`config.mk`:
```
export PLATFORM = sky130hd
export DESIGN_NAME = train_stop_sequencer
export DESIGN_NICKNAME = d
export VERILOG_FILES = /design/src/rtl/train_ctrl_pkg.sv /design/src/rtl/stop_timer.sv /design/src/rtl/train_stop_sequencer.sv
export SDC_FILE = /design/constraint.sdc
export NUM_CORES = 1
export LEC_CHECK = 0
export ABC_AREA = 1
export CORE_MARGIN = 2
export CORE_UTILIZATION = 60
export CTS_CLUSTER_DIAMETER = 60
export DETAILED_ROUTE_END_ITERATION = 8
export GPL_TIMING_DRIVEN = 0
export MAX_ROUTING_LAYER = met4
export PLACE_DENSITY_LB_ADDON = 0.15
export SLEW_MARGIN = 15
export SYNTH_ARGS = -nofsm -noshare
export SYNTH_HDL_FRONTEND = slang
export SYNTH_SLANG_ARGS = --single-unit
```
`constraint.sdc`:
```
create_clock -name clk -period 5.48 [get_ports clk]
set_clock_uncertainty 0.05 [all_clocks]
set_input_delay 1.644 -clock clk [delete_from_list [all_inputs] [get_ports clk]]
set_output_delay 1.644 -clock clk [all_outputs]
set_load 0.01 [all_outputs]
```
`src/rtl/train_ctrl_pkg.sv`:
```
// Shared types and constants for the train station-stop controller.
// State codes, timer width, default phase durations, output decode.
package train_ctrl_pkg;

  localparam int TIMER_W = 13;

  typedef logic [TIMER_W-1:0] tmr_t;

  localparam tmr_t TMR_ZERO = '0;
  localparam tmr_t TMR_ONE  = tmr_t'(1);

  localparam tmr_t BRAKE_T_DEF  = 13'd4000;
  localparam tmr_t DWELL_T_DEF  = 13'd5000;
  localparam tmr_t WARN_T_DEF   = 13'd1000;
  localparam tmr_t DEPART_T_DEF = 13'd2000;

  typedef enum logic [2:0] {
    ST_PARK   = 3'd0,
    ST_RUN    = 3'd1,
    ST_BRAKE  = 3'd2,
    ST_DWELL  = 3'd3,
    ST_WARN   = 3'd4,
    ST_DEPART = 3'd5,
    ST_ESTOP  = 3'd6,
    ST_FAULT  = 3'd7
  } st_t;

  typedef struct packed {
    logic motor_en;
    logic brake;
    logic door_open;
    logic warn;
    logic fault;
  } drv_t;

  function automatic drv_t drv_of(input st_t s);
    drv_t d;
    d = '0;
    unique case (s)
      ST_RUN,
      ST_DEPART: d.motor_en = 1'b1;
      ST_PARK,
      ST_BRAKE,
      ST_ESTOP: d.brake = 1'b1;
      ST_DWELL: begin
        d.brake     = 1'b1;
        d.door_open = 1'b1;
      end
      ST_WARN: begin
        d.brake = 1'b1;
        d.warn  = 1'b1;
      end
      ST_FAULT: begin
        d.brake = 1'b1;
        d.fault = 1'b1;
      end
      default: d = '0;
    endcase
    return d;
  endfunction

endpackage

```
`src/rtl/stop_timer.sv`:
```
// Saturating countdown shared by every timed phase of the stop cycle.
// A load of N makes done rise after exactly max(N,1) cycles in the phase.
module stop_timer
  import train_ctrl_pkg::*;
(
  input  logic               clk,
  input  logic               rst,
  input  logic               load,
  input  logic [TIMER_W-1:0] load_val,
  output logic               done
);

  tmr_t cnt;

  always_ff @(posedge clk) begin
    if (rst) begin
      cnt <= TMR_ZERO;
    end else if (load) begin
      cnt <= (load_val == TMR_ZERO) ? TMR_ZERO
                                    : load_val - TMR_ONE;
    end else if (cnt != TMR_ZERO) begin
      cnt <= cnt - TMR_ONE;
    end
  end

  assign done = (cnt == TMR_ZERO);

endmodule

```
`src/rtl/train_stop_sequencer.sv`:
```
// Moore FSM for one train's station-stop cycle.
// One countdown timer is reloaded on every state entry.
module train_stop_sequencer
  import train_ctrl_pkg::*;
#(
  parameter tmr_t BRAKE_T  = BRAKE_T_DEF,
  parameter tmr_t DWELL_T  = DWELL_T_DEF,
  parameter tmr_t WARN_T   = WARN_T_DEF,
  parameter tmr_t DEPART_T = DEPART_T_DEF
)
(
  input  logic       clk,
  input  logic       rst,
  input  logic       start,
  input  logic       station_req,
  input  logic       speed_zero,
  input  logic       door_closed,
  input  logic       emergency,
  output logic       motor_en,
  output logic       brake,
  output logic       door_open,
  output logic       warn,
  output logic       fault,
  output logic [2:0] state
);

  st_t  st_q;
  st_t  st_d;
  drv_t drv_q;
  logic ld;
  tmr_t ld_val;
  logic done;

  stop_timer u_tmr (
    .clk      (clk),
    .rst      (rst),
    .load     (ld),
    .load_val (ld_val),
    .done     (done)
  );

  always_comb begin
    st_d = st_q;
    if (emergency && st_q != ST_FAULT) begin
      st_d = ST_ESTOP;
    end else begin
      unique case (st_q)
        ST_PARK:
          if (start) st_d = ST_DEPART;
        ST_RUN:
          if (station_req) st_d = ST_BRAKE;
        ST_BRAKE:
          if (speed_zero) st_d = ST_DWELL;
          else if (done)  st_d = ST_FAULT;
        ST_DWELL:
          if (done) st_d = ST_WARN;
        ST_WARN:
          if (done && door_closed) st_d = ST_DEPART;
        ST_DEPART:
          if (done) st_d = ST_RUN;
        ST_ESTOP:
          if (!emergency) st_d = ST_PARK;
        ST_FAULT:
          st_d = ST_FAULT;
        default:
          st_d = ST_PARK;
      endcase
    end
  end

  // Untimed states load zero, so ESTOP discards any pending count.
  always_comb begin
    ld     = (st_d != st_q);
    ld_val = TMR_ZERO;
    unique case (st_d)
      ST_BRAKE:  ld_val = BRAKE_T;
      ST_DWELL:  ld_val = DWELL_T;
      ST_WARN:   ld_val = WARN_T;
      ST_DEPART: ld_val = DEPART_T;
      default:   ld_val = TMR_ZERO;
    endcase
  end

  always_ff @(posedge clk) begin
    if (rst) begin
      st_q  <= ST_PARK;
      drv_q <= drv_of(ST_PARK);
    end else begin
      st_q  <= st_d;
      drv_q <= drv_of(st_d);
    end
  end

  assign motor_en  = drv_q.motor_en;
  assign brake     = drv_q.brake;
  assign door_open = drv_q.door_open;
  assign warn      = drv_q.warn;
  assign fault     = drv_q.fault;
  assign state     = st_q;

endmodule
```
==> reports/summary.txt <==
Post-DRT Antenna Nets -> 0
Slew HR -> 75.9%
Final WS setup -> 1.66 ns
Post-CTS Hold Buffers -> 0
RSZ-0062 raised after global routing -> no
Longest Clk Path Bufs -> 2
Largest delay share family, worst path -> simple AND/OR/NAND/NOR gates
RePlAce Congestion -> 0.905
critical path class -> input port to flip-flop
total power -> 593 uW
Critical Path RT -> 5.69 ns
Overall Global Routing Usage -> 27.1%
VDD IR max -> 305 uV
full die area -> 0.00280 sq mm
Num Clock Sinks -> 21
Final period util -> 69.8%
I/O pin cnt -> 15
antenna diode count -> 0
Setup Slack @ Placement -> 1.34 ns
Hold Path Class -> flip-flop to flip-flop
synthesized instance count -> 203
total grt overflow -> 0
commonest non-fill, non-tap cell in the layout -> nand2_1
CP Capture Type -> flip-flop
Worst Tran Pin Value -> 0.358 ns
max-slew violation count -> 0
setup bufs post-CTS -> 0
placed cell count -> 245
initial core utilization -> 64.3%
Max Cap Viol -> 0
synth unique cells -> 29
drt initial violations -> 38
clock root buffer -> clkbuf_4
IO buf count -> 14
r2r setup slk -> 2.61 ns
non-filler cells, final -> 249
Yosys warning total -> 0
WHS Path Cells -> 2
layout cells sized above 1 -> 18.1%
post-route cell area -> 0.00164 sq mm
Clk pin slew, worst setup/hold paths -> 0.12 ns
WP depth -> 16
ys async rst share -> 0%
Synth Register Bits -> 21
drt pass-1 iters -> 4
Core ar. -> 0.00223 sq mm
DPL Wire Length -> 2480 um
CP Cell Sequence -> clkdlybuf4s50_1 > nor2_1 > nor2_1 > a21oi_2 > nand3_4 > inv_1 > nand4_1 > nand2_1 > inv_1 > ha_1 > nand3_1 > nor2_1 > ha_1 > xnor2_1 > nand2_1 > a21oi_1
CP Launch Type -> input port
syn nets -> 214
P per Cell Area -> 362 mW/mm^2
Via density -> 5.39
Avg WL per Cell -> 12.7 um
vias in the first global route -> 1267
Synth-to-Final Area Change -> 14.0%
min Tclk post-route -> 3.82 ns
Mapped Area -> 0.00144 sq mm
worst path bufs/invs -> 3
drt drc -> 0
CP dominant cell by count -> nor2_1
maximum clock frequency -> 0.262 GHz
status -> finished, final reports clean
final setup vio count -> 0
most frequent cells in the layout -> 40 x nand2_1, 33 x nor2_1, 22 x inv_1
sequential fraction of the synthesis area -> 29.3%
Top FF cell, synth -> dfxtp_1
CP max stage delay -> 0.45 ns
fin util -> 73.3%
initial antenna violation count -> 0
Syn Area/Cell -> 7.07 sq um
reg2reg path depth -> 18
via count -> 1342
final hold viol count -> 0
Pleak -> 0.798 nW
largest net degree at the start of global routing -> 12
Placed Area -> 0.00161 sq mm
H-tree Lvls -> 1
CTS tree -> yes
Post-layout nets -> 233
worst-skew pair later-pin latency -> 0.31 ns
total wire length -> 3160 um
# rows -> 17
CTS Buf Count -> 3
crit path max fanout -> 6
Die W -> 52.9 um
Post-synth EDFFs -> 0
Worst EP arrival -> 4.03 ns
Die Span Y -> 52.9 um
post-cts resize count -> 0
Hold WS -> 0.443 ns
first-pass GRT wire length -> 5490 um
TNS Setup -> 0 ns
Crit-path slowest cell -> clkdlybuf4s50_1
-- flip-flops by register name, summed over array words and instances, names as in the netlist --
| name | flops |
|---|---|
| state | 3 |
| door_open | 1 |
| warn | 1 |
| brake | 1 |
| motor_en | 1 |
| fault | 1 |
| u_tmr.cnt | 13 |
-- routing by layer --
layer	vias up	track usage (%)	share of wire (%)	wire [um]
met5	-	-	0	0
met4	0	6.41	0.85	27
met3	4	3.39	4.8	153
met2	39	43.1	46	1460
met1	615	36.9	48	1520
li1	684	-	-	-
-- synthesized netlist by cell type, types with 4 or more instances --
master    n  area, sq um
nand2_1  40          150
nor2_1   33          124
inv_1    22         82.6
dfxtp_1  21          420
a21oi_1  10         50.1
nand2_2  10         62.6
xor2_1    8         70.1
a21oi_2   6         52.6
nand3_1   6         30.0
nand4_1   5         31.3
ha_1      4         50.1
inv_2     4         15.0
nand2_4   4         45.0
o21ai_1   4         20.0
-- report_power, final --
group	switching, mW	total, mW	internal, mW
Sequential	0.0285	0.209	0.180
Clock	0.0491	0.0775	0.0284
Combinational	0.190	0.307	0.116
-- final timing paths --
path	startpoint	end
min reg2reg	u_tmr.cnt[12]	u_tmr.cnt[12]
max	emergency	u_tmr.cnt[11]
max reg2reg	u_tmr.cnt[0]	u_tmr.cnt[11]
min	u_tmr.cnt[12]	u_tmr.cnt[12]
-- logic make-up (layout without fill, tap and decap cells) --
family	Yosys count	after routing	synth area share, %
and+or+nand+nor	114	114	41.4
buffers and inverters	28	46	7.85
AOI/OAI and AO/OA	25	25	11.2
DFF	21	21	29.3
xor gates and xnor gates	11	11	6.71
adders and majority gates	4	4	3.49
-- worst reg2reg max path, cell delays in order (launching register included) --
cell and delay [ns]:
dfxtp_1 0.37, inv_1 0.12, ha_1 0.27, nand2_4 0.12, nor2_8 0.15, nand2_4 0.10, nand2_2 0.10, nand3_4 0.09
inv_1 0.14, nand4_1 0.21, nand2_1 0.12, inv_1 0.06, ha_1 0.19, nand3_1 0.10, nor2_1 0.07, ha_1 0.20
xnor2_1 0.16, nand2_1 0.07, a21oi_1 0.11
-- final cells by class --
class / instances / area (sq um)
Inverter: 27 / 101
Tap cell: 28 / 35.0
Timing Repair Buffer: 14 / 140
Buffer: 1 / 11.3
Fill cell: 180 / 597
Sequential cell: 21 / 420
Clock buffer: 4 / 26.3
Multi-Input combinational cell: 154 / 902
Power figures use the tool's default switching activity.
